### config.mk
export PLATFORM = sky130hd
export DESIGN_NAME = mips_multicycle_ctrl
export DESIGN_NICKNAME = d
export VERILOG_FILES = /design/src/rtl/mips_multicycle_ctrl.sv
export SDC_FILE = /design/constraint.sdc
export NUM_CORES = 1
export LEC_CHECK = 0
export ABC_CLOCK_PERIOD_IN_PS = 2550
export BUFFER_PORTS_ARGS = -buffer_cell sky130_fd_sc_hd__buf_2
export CORE_MARGIN = 2
export CORE_UTILIZATION = 40
export CTS_BUF_LIST = sky130_fd_sc_hd__clkbuf_8
export DETAILED_ROUTE_END_ITERATION = 8
export HOLD_SLACK_MARGIN = 0.1
export PLACE_DENSITY = 0.75
export SLEW_MARGIN = 20
export SYNTH_ARGS = -nofsm -noshare
export SYNTH_HDL_FRONTEND = slang
export SYNTH_SLANG_ARGS = --single-unit
export TNS_END_PERCENT = 50
### constraint.sdc
create_clock -name clk -period 2.55 [get_ports clk]
set_clock_uncertainty 0.05 [all_clocks]
set_input_delay 0.3825 -clock clk [delete_from_list [all_inputs] [get_ports clk]]
set_output_delay 0.3825 -clock clk [all_outputs]
set_load 0.01 [all_outputs]
### src/rtl/mips_multicycle_ctrl.sv
// Moore sequencer for the multi-cycle MIPS datapath: steps each instruction through fetch/decode/execute/memory/writeback
// over a shared variable-latency memory port; aborts stalled memory accesses and flags illegal opcodes (both sticky).
module mips_multicycle_ctrl #(
   parameter int TIMEOUT_CYCLES = 16,
   parameter int CNT_W          = 5
) (
   input  logic       clk,
   input  logic       reset,
   input  logic [5:0] opcode,
   input  logic       mem_ready,
   output logic       pc_write,
   output logic       pc_write_cond,
   output logic       i_or_d,
   output logic       mem_read,
   output logic       mem_write,
   output logic       ir_write,
   output logic       mem_to_reg,
   output logic       reg_dst,
   output logic       reg_write,
   output logic       alu_src_a,
   output logic [1:0] alu_src_b,
   output logic [1:0] alu_op,
   output logic [1:0] pc_source,
   output logic       illegal_op,
   output logic       bus_err,
   output logic [3:0] state
);

   typedef enum logic [3:0] {
      S_FETCH    = 4'd0,
      S_DECODE   = 4'd1,
      S_MEMADR   = 4'd2,
      S_MEMREAD  = 4'd3,
      S_MEMWB    = 4'd4,
      S_MEMWRITE = 4'd5,
      S_EXECUTE  = 4'd6,
      S_ALUWB    = 4'd7,
      S_BRANCH   = 4'd8,
      S_JUMP     = 4'd9,
      S_ADDIEX   = 4'd10,
      S_ADDIWB   = 4'd11
   } state_t;

   localparam logic [5:0] OP_RTYPE = 6'b000000;
   localparam logic [5:0] OP_LW    = 6'b100011;
   localparam logic [5:0] OP_SW    = 6'b101011;
   localparam logic [5:0] OP_BEQ   = 6'b000100;
   localparam logic [5:0] OP_J     = 6'b000010;
   localparam logic [5:0] OP_ADDI  = 6'b001000;

   localparam logic [CNT_W-1:0] CNT_LAST = CNT_W'(TIMEOUT_CYCLES - 1);

   state_t           r_state;
   logic [CNT_W-1:0] r_cnt;
   logic             r_illegal;
   logic             r_bus_err;

   state_t           w_next;
   logic [CNT_W-1:0] w_cnt_next;
   logic             w_wait_state;
   logic             w_timeout;
   logic             w_set_illegal;

   always_ff @(posedge clk or posedge reset) begin
      if (reset) begin
         r_state   <= S_FETCH;
         r_cnt     <= '0;
         r_illegal <= 1'b0;
         r_bus_err <= 1'b0;
      end else begin
         r_state   <= w_next;
         r_cnt     <= w_cnt_next;
         r_illegal <= r_illegal | w_set_illegal;
         r_bus_err <= r_bus_err | w_timeout;
      end
   end

   assign w_wait_state = (r_state == S_FETCH) || (r_state == S_MEMREAD) || (r_state == S_MEMWRITE);
   assign w_timeout    = w_wait_state && !mem_ready && (r_cnt == CNT_LAST);

   always_comb begin
      w_next        = S_FETCH;
      w_cnt_next    = '0;
      w_set_illegal = 1'b0;
      case (r_state)
         S_FETCH:    w_next = mem_ready ? S_DECODE : S_FETCH;
         S_DECODE: begin
            case (opcode)
               OP_LW, OP_SW: w_next = S_MEMADR;
               OP_RTYPE:     w_next = S_EXECUTE;
               OP_BEQ:       w_next = S_BRANCH;
               OP_J:         w_next = S_JUMP;
               OP_ADDI:      w_next = S_ADDIEX;
               default: begin
                  w_next        = S_FETCH;
                  w_set_illegal = 1'b1;
               end
            endcase
         end
         S_MEMADR:   w_next = (opcode == OP_SW) ? S_MEMWRITE : S_MEMREAD;
         S_MEMREAD:  w_next = mem_ready ? S_MEMWB : S_MEMREAD;
         S_MEMWRITE: w_next = mem_ready ? S_FETCH : S_MEMWRITE;
         S_EXECUTE:  w_next = S_ALUWB;
         S_ADDIEX:   w_next = S_ADDIWB;
         default:    w_next = S_FETCH;
      endcase
      // Abort wins over staying put; a FETCH abort simply re-fetches from the unchanged PC.
      if (w_timeout) begin
         w_next = S_FETCH;
      end else if (w_wait_state && !mem_ready) begin
         w_cnt_next = r_cnt + 1'b1;
      end
   end

   always_comb begin
      pc_write      = 1'b0;
      pc_write_cond = 1'b0;
      i_or_d        = 1'b0;
      mem_read      = 1'b0;
      mem_write     = 1'b0;
      ir_write      = 1'b0;
      mem_to_reg    = 1'b0;
      reg_dst       = 1'b0;
      reg_write     = 1'b0;
      alu_src_a     = 1'b0;
      alu_src_b     = 2'b00;
      alu_op        = 2'b00;
      pc_source     = 2'b00;
      if (!reset) begin
         case (r_state)
            S_FETCH: begin
               mem_read  = 1'b1;
               alu_src_b = 2'b01;
               ir_write  = mem_ready;
               pc_write  = mem_ready;
            end
            S_DECODE:   alu_src_b = 2'b11;
            S_MEMADR, S_ADDIEX: begin
               alu_src_a = 1'b1;
               alu_src_b = 2'b10;
            end
            S_MEMREAD: begin
               mem_read = 1'b1;
               i_or_d   = 1'b1;
            end
            S_MEMWB: begin
               reg_write  = 1'b1;
               mem_to_reg = 1'b1;
            end
            S_MEMWRITE: begin
               mem_write = 1'b1;
               i_or_d    = 1'b1;
            end
            S_EXECUTE: begin
               alu_src_a = 1'b1;
               alu_op    = 2'b10;
            end
            S_ALUWB: begin
               reg_write = 1'b1;
               reg_dst   = 1'b1;
            end
            S_BRANCH: begin
               alu_src_a     = 1'b1;
               alu_op        = 2'b01;
               pc_write_cond = 1'b1;
               pc_source     = 2'b01;
            end
            S_JUMP: begin
               pc_write  = 1'b1;
               pc_source = 2'b10;
            end
            S_ADDIWB:   reg_write = 1'b1;
            default:    ;
         endcase
      end
   end

   assign illegal_op = r_illegal;
   assign bus_err    = r_bus_err;
   assign state      = r_state;

endmodule

After elaboration in Yosys (flattened, before gate mapping)
Cells that the tools add are included.

word-level totals
  register bits after elaboration = 11
  input bits = 9
  output and inout bits = 22

cells by class
  add/sub/neg operators = 1
  equal/unequal tests = 17
  multiplexer cells = 37
  bitwise gates (word level) = 2
  reduce and logical (&&, ||, !) cells = 14

operators by type and width
  operator                                                                number
  4-bit case mux with 7 select lines                                      1
  1-bit two-way mux                                                       22
  4-bit case mux with 5 select lines                                      1
  4-bit by 3-bit equality test with 1-bit output (second input constant)  4
  4-bit equality test (second input constant)                             4
  6-bit equality test (second input constant)                             2
  5-bit two-way mux                                                       2
  3-bit two-way mux                                                       3
  4-bit by 2-bit equality test with 1-bit output (second input constant)  2
  2-bit case mux with 2 select lines                                      2
  2-bit OR reduction                                                      4
  6-bit by 2-bit equality test with 1-bit output (second input constant)  1
  6-bit by 3-bit equality test with 1-bit output (second input constant)  1
  6-bit by 4-bit equality test with 1-bit output (second input constant)  1
  6-bit zero test                                                         1
  2-bit two-way mux                                                       3
  2-bit case mux with 3 select lines                                      1
  6-bit OR reduction                                                      1
  5-bit by 1-bit adder with 5-bit output (second input constant)          1
  5-bit by 4-bit equality test with 1-bit output (second input constant)  1
  4-bit by 1-bit equality test with 1-bit output (second input constant)  1
  4-bit zero test                                                         1
  4-bit two-way mux                                                       1
  4-bit OR reduction                                                      1
  6 further kinds                                                         9

Longest topological paths before layout
Gate-level depths: netlist of run 1.

  depth in word-level cells = 6
  gate-level depth with buffers = 7
  mapped depth without buffers = 7

Least setup slack after synthesis of run 1
OpenSTA, ideal clock, no wires.

  path kind = reg-to-reg
  from = reg r_cnt[0]
  to = reg r_state[0], in the netlist state[0]
  arrival time = 1669 ps
  required time = 2435 ps
  setup slack = 766 ps
  cell stages (with the launch flop) = 8
  buffers on the path = 0
  clock period less this slack = 1784 ps
  cells stage by stage = dfrtp_1 > ha_1 > and3_1 > ha_1 > nor2b_1 > maj3_1 > o21ai_1 > o21a_1

on the way
  cells in the longest elaborated chain, start to end = 3

ends and longest elaborated chain
  what                                            line  text
  from (decl)                                     54    logic [CNT_W-1:0] r_cnt;
  from (signal assigned)                          72    r_cnt <= w_cnt_next;
  5-bit by 4-bit equality test with 1-bit output  79    assign w_timeout = w_wait_state && !mem_ready && (r_cnt == CNT_LAST);
  1-bit logical AND                               79
  4-bit two-way mux                               108   if (w_timeout) begin
  net w_next[0]                                   58    state_t w_next;
  to (signal assigned)                            71    r_state <= w_next;
  to (decl)                                       53    state_t r_state;

The timed path passes the listed nets, and every way through them passes these cells.

Worst setup path in the final report of run 1
  from = reg r_state[1], in the netlist state[1]
  to = out reg_write

on the way
  cells in the longest elaborated chain, start to end = 4

ends and longest elaborated chain
  what                                                                                          line  text
  4-bit equality test / 4-bit by 3-bit equality test with 1-bit output (equally long branches)  130   case (r_state)
  3-bit OR reduction (no line) *                                                                --
  1-bit two-way mux *                                                                           130
  1-bit two-way mux *                                                                           129   if (!reset) begin
  to (decl)                                                                                     19    output logic reg_write,

Every way passes the cells marked *; elsewhere a longest branch is shown, timed or not.

==> results of run 1 <==
-- worst max-delay path by stage --
stage                         from      endpoint  slack (ps)  depth (start not counted)
after floorplan           r_cnt[0]      state[0]         770                          7
after global placement    state[1]  alu_src_b[1]         650                          5
after detailed placement  state[1]  alu_src_b[1]         660                          4
after CTS                 state[1]  alu_src_b[1]         370                          4
after global routing      state[0]  alu_src_b[1]         210                          5
final                     state[1]     reg_write         330                          4
-- where the power goes --
group / internal, uW / leakage [uW] / total (uW) / switching [uW]
Combinational: 134 / 0.000355 / 311 / 176
Clock: 106 / 0.0000269 / 173 / 67.2
Sequential: 201 / 0.000145 / 270 / 69.5
-- per-layer routing --
layer | up-vias | part of all wire | track usage
li1 | 442 | - | -
met1 | 434 | 0.47 | 0.203
met2 | 33 | 0.45 | 0.286
met3 | 5 | 0.061 | 0.0175
met4 | 0 | 0.017 | 0.0901
met5 | - | 0 | 0
-- state kept, by name (all words and copies together), names as in the netlist --
name,flops
state,4
illegal_op,1
r_cnt,5
bus_err,1
-- metrics by stage --
stage / power [uW] / hold WS (ps)
global placement: 576 / 389
finish: 754 / 192
floorplan: 496 / 379
global route: 816 / 240
CTS: 755 / 194
detailed placement: 579 / 403
-- placed cells by master, fill, tap and decap left out, types with 3 or more instances in the layout --
| cell type | instances |
|---|---|
| buf_2 | 30 |
| nor2_1 | 13 |
| dfrtp_1 | 11 |
| nor3_1 | 10 |
| nand2b_1 | 7 |
| inv_1 | 4 |
| nor2b_1 | 4 |
| o21ai_0 | 4 |
| nand2_1 | 4 |
| a21oi_1 | 4 |
| and3_1 | 3 |
| nand3_1 | 3 |
| xor2_1 | 3 |
| clkbuf_8 | 3 |
-- worst max-delay path, delay by kind of cell (launching register included) --
family | cells | cell delay, ps
and+or+nand+nor | 2 | 540
buffers and inverters | 1 | 140
AOI/OAI and AO/OA | 1 | 250
DFF | 1 | 620
-- area by class of cell --
type,instances,area [um2],share of cell area
multi-input cells,86,547,0.514
inverters,3,11.3,0.0106
flip-flops and latches,11,275,0.259
clock buffers,3,41.3,0.0388
clock inverters,1,3.75,0.00353
well taps,28,35.0,0.0329
repair buffers,30,150,0.141
-- cells by family after synthesis --
kind of cell / Yosys count / synth area share
and+or+nand+nor: 56 / 0.358
AOI/OAI and AO/OA: 22 / 0.169
buffers and inverters: 13 / 0.0746
DFF: 11 / 0.310
xor gates and xnor gates: 5 / 0.0493
adders and majority gates: 3 / 0.0394
==> impl_results.md, run 1 <==
* Status: complete, no violations
* Synth Flop Type: dfrtp_1
* DRT antenna net count at 0
* Syn_area_per_cell at 8.08 um2
* Slowest CP cell: dfrtp_1
* Yosys warns at 0
* IO Port Bufs at 30
* Global-route wire length before repair at 3260 um
* Die Y at 51.1 um
* Core area at 2150 um2
* Placed Cells at 158
* DRC Markers at 0
* Clock Latency Late Sink at 240 ps
* Post-route design area at 1060 um2
* Filler cell count at 227
* Crit-path max FO at 16
* Share of post-route cells with drive strength above 1 at 0.299
* Largest area contributor in the netlist: dfrtp_1
* Clk sinks at 11
* Cell variety after synth at 39
* Most common cell in the netlist: nor2_1
* Chip width at 51.1 um
* Number of global-route vias before repair at 756
* Setup TNS at 0 ps
* Mapped Cells at 110
* Hold Violations, Final at 0
* Critical Path, Cell by Cell: nor2b_1, o32a_1, nor2_1, buf_2
* Routed vias/inst at 5.64
* CTS Buffer Depth at 2
* Post-DP HPWL at 1510 um
* Largest net degree at the start of global routing at 18
* Area of the die at 2610 um2
* Pleak at 0.000527 uW
* #FFs+latches synth at 11
* Seq/Total Area, Yosys at 0.310
* Crit. End Element: primary output
* Layout net count at 146
* Worst reg2reg startpoint: r_cnt[0]
* Grt total ovfl at 0
* Area Growth Syn to Fin at 19.7%
* Util after Layout at 0.495
* Setup Viol. Count Final at 0
* Largest stage delay, worst path at 620 ps
* DP Worst Slack at 656 ps
* Critical path class: flop to primary output
* RSZ-0062 raised after global routing: no
* Routed Wire Length at 1990 um
* FF-to-FF path depth at 7
* Max-slew headroom at 0.647
* Final std cells w/o fill at 162
* Worst Hold Class: input port to asynchronous set/reset pin
* Register-to-register setup slack at 670 ps
* Top cells by count, synth: 13 x nor2_1, 11 x dfrtp_1, 10 x nor3_1
* Power Dens Cells at 709 nW/um2
* Startpoint types: flop
* CTS Hold Bufs at 0
* VDD IR-drop max at 0.376 mV
* Final worst setup slack at 328 ps
* # H-tree levels at 1
* Row count at 17
* GRT Overall Usage at 0.167
* Largest cells by area after synthesis: dfrtp_1 31%, nor3_1 5.6%, nor2_1 5.5%, nand2b_1 4.9%, buf_4 3.4%
* Fmax at 450 MHz
* Final worst path period share at 0.871
* Clk slew on worst S/H paths at 50 ps
* Clock root buffer: clkbuf_8
* Ant. Diodes at 0
* Number of detailed-routing iterations run before antenna repair at 4
* Post-route minimum period at 2220 ps
* Netlist Area Pre-Place at 888 um2
* Cts repair resizes at 0
* TritonCTS clock tree: yes
* DR iter-0 viols at 12
* IO Pins at 31
* Avg WL per Cell at 12.3 um
* Area post-placement at 1020 um2
* Share of the synthesized area in the top cell type at 0.310
* Final Max Tran Viols at 0
* R2R Path End: state[0]
* FFs w/ async S/R, synth at 1.00
* Actual slew at the worst max-slew pin at 529 ps
* CTS Buf Count at 3
* Initial antenna violation count at 0
* Synth Net Count at 121
* Number of synthesized flops with an enable pin at 0
* Max-cap violations at 0
* Total setup buffers inserted after CTS at 0
* Worst EP required at 2120 ps
* Placer Congestion at 0.812
* Via count at 914
* Critical path arrival at 1790 ps
* Starting Density at 0.414
Power figures use the tool's default switching activity.
==> run 2, diff against run 1 <==
--- a/config.mk
+++ b/config.mk
@@ -8,11 +8,12 @@
 export ABC_CLOCK_PERIOD_IN_PS = 2550
 export BUFFER_PORTS_ARGS = -buffer_cell sky130_fd_sc_hd__buf_2
 export CORE_MARGIN = 2
-export CORE_UTILIZATION = 40
+export CORE_UTILIZATION = 25
 export CTS_BUF_LIST = sky130_fd_sc_hd__clkbuf_8
 export DETAILED_ROUTE_END_ITERATION = 8
 export HOLD_SLACK_MARGIN = 0.1
-export PLACE_DENSITY = 0.75
+export PLACE_DENSITY = 0.55
+export SETUP_SLACK_MARGIN = 0.4
 export SLEW_MARGIN = 20
 export SYNTH_ARGS = -nofsm -noshare
 export SYNTH_HDL_FRONTEND = slang
==> impl_results.md, run 2 (synthesized netlist as in run 1, its figures left out) <==
* Status: complete, no violations (unchanged)
* Routed Wire Length at 2100 um (was 1990 um)
* DRC Markers at 0 (unchanged)
* Global-route wire length before repair at 3690 um (was 3260 um)
* Crit. End Element: primary output (unchanged)
* VDD IR-drop max at 0.479 mV (was 0.376 mV)
* CP bufs+invs at 1 (unchanged)
* Share of post-route cells with drive strength above 1 at 0.333 (was 0.299)
* Area post-placement at 1050 um2 (was 1020 um2)
* Final worst path period share at 0.784 (was 0.871)
* Die Y at 63.6 um (was 51.1 um)
* RSZ-0062 raised after global routing: no (unchanged)
* Starting Density at 0.264 (was 0.414)
* Setup TNS at 0 ps (unchanged)
* TritonCTS clock tree: yes (unchanged)
* Commonest non-fill, non-tap cell in the layout: buf_2 (unchanged)
* Worst Hold Class: input port to asynchronous set/reset pin (unchanged)
* Max-slew headroom at 0.726 (was 0.647)
* CTS Buffer Depth at 2 (unchanged)
* CP Capture Point: pc_write (was reg_write)
* Worst reg2reg startpoint: r_cnt[0] (unchanged)
* Area of the die at 4050 um2 (was 2610 um2)
* Cts repair resizes at 0 (unchanged)
* Post-route minimum period at 2000 ps (was 2220 ps)
* Avg WL per Cell at 11.6 um (was 12.3 um)
* Final Max Tran Viols at 0 (unchanged)
* Stages on worst setup path at 4 (unchanged)
* IO Port Bufs at 30 (unchanged)
* R2R Path End: state[0] (unchanged)
* # H-tree levels at 1 (unchanged)
* CP startpoint: state[1] (unchanged)
* Number of global-route vias before repair at 805 (was 756)
* Register-to-register setup slack at 620 ps (was 670 ps)
* Layout net count at 147 (was 146)
* Clk sinks at 11 (unchanged)
* Slowest CP cell: dfrtp_2 (was dfrtp_1)
* CTS Hold Bufs at 0 (unchanged)
* Critical path class: flop to primary output (unchanged)
* Core area at 3360 um2 (was 2150 um2)
* DR iter-0 viols at 55 (was 12)
* Largest net degree at the start of global routing at 18 (unchanged)
* Placer Congestion at 0.827 (was 0.812)
* Critical path arrival at 1570 ps (was 1790 ps)
* Util after Layout at 0.327 (was 0.495)
* Max reg flops at 5 (unchanged)
* Setup Viol. Count Final at 0 (unchanged)
* Via count at 899 (was 914)
* Max-cap violations at 0 (unchanged)
* Grt total ovfl at 0 (unchanged)
* Initial antenna violation count at 0 (unchanged)
* FF-to-FF path depth at 7 (unchanged)
* CTS Buf Count at 3 (unchanged)
* Total setup buffers inserted after CTS at 0 (unchanged)
* Largest Register: r_cnt (unchanged)
* Number of detailed-routing iterations run before antenna repair at 4 (unchanged)
* Most frequent cells in the layout: 30 x buf_2, 13 x nor2_1, 10 x nor3_1 (was 30 x buf_2, 13 x nor2_1, 11 x dfrtp_1)
* Fmax at 500 MHz (was 450 MHz)
* Startpoint types: flop (unchanged)
* Pleak at 0.000526 uW (was 0.000527 uW)
* Routed vias/inst at 4.97 (was 5.64)
* Filler cell count at 402 (was 227)
* DRT antenna net count at 0 (unchanged)
* Ant. Diodes at 0 (unchanged)
* Chip width at 63.6 um (was 51.1 um)
* GRT Overall Usage at 0.112 (was 0.167)
* Power Dens Cells at 688 nW/um2 (was 709 nW/um2)
* Clock Latency Late Sink at 240 ps (about the same)
* Row count at 21 (was 17)
* Crit-path max FO at 16 (unchanged)
* Clock root buffer: clkbuf_8 (unchanged)
* Clk slew on worst S/H paths at 50 ps (about the same)
* Largest delay share family, worst path: simple AND/OR/NAND/NOR gates (was flip-flops)
* Worst EP required at 2120 ps (about the same)
* Area Growth Syn to Fin at 23.7% (was 19.7%)
* Post-route design area at 1100 um2 (was 1060 um2)
* Critical Path, Cell by Cell: nand2b_1, nor3_1, or2_2, buf_2 (was nor2b_1, o32a_1, nor2_1, buf_2)
* IO Pins at 31 (unchanged)
* Post-DP HPWL at 1620 um (was 1510 um)
* Largest stage delay, worst path at 510 ps (was 620 ps)
* Actual slew at the worst max-slew pin at 410 ps (was 529 ps)
* Hold Violations, Final at 0 (unchanged)
## run 2: cell types whose count changed in the layout (fill, tap and decap cells not counted), sizes merged
| cell | before | now |
|---|---|---|
| buf | 30 | 31 |
## run 2: per-layer routing
| metal | track usage | vias to the layer above | wire [um] |
|---|---|---|---|
| li1 | - | 444 | - |
| met1 | 0.158 | 429 | 1040 |
| met2 | 0.162 | 24 | 939 |
| met3 | 0.0339 | 2 | 116 |
| met4 | 0.0326 | 0 | 10 |
| met5 | 0 | - | 0 |
## run 2: layout make-up
cell class	instances	area, um2	share of cell area
Clock inverter	1	3.75	0.00342
Multi-Input combinational cell	86	547	0.498
Tap cell	46	57.6	0.0524
Clock buffer	3	41.3	0.0376
Inverter	3	11.3	0.0103
Timing Repair Buffer	31	158	0.144
Sequential cell	11	280	0.255
## run 2: worst reg2reg max path, cell delays in order (launching register included)
cell     delay, ps
dfrtp_1        390
ha_1           230
and3_1         190
ha_1           190
nor2b_1        160
maj3_1         340
o21ai_1        170
o21a_1         150
## run 2: per-stage QoR
step                      instances  worst slack, ps  hold slack (ps)  total power, uW
after global routing            181              445              238              826
after CTS                       181              407              206              764
after floorplan                 110              766              379              496
after global placement          177              641              391              582
final                           181              552              192              756
after detailed placement        177              638              398              587
## run 2: worst min-delay path by stage
| stage | to | slack [ps] | cells after the start |
|---|---|---|---|
| finish | r_cnt[4] | 190 | 2 |
| global route | r_cnt[4] | 240 | 2 |
| CTS | state[1] | 210 | 2 |
| detailed placement | bus_err | 400 | 1 |
| global placement | r_cnt[0] | 390 | 1 |
| floorplan | r_cnt[0] | 380 | 1 |
## run 2: where the power goes
group	switching, uW	internal [uW]	total (uW)	leakage, uW
clock network	62.7	105	168	0.0000269
logic	176	138	314	0.000361
registers	68.9	204	273	0.000139
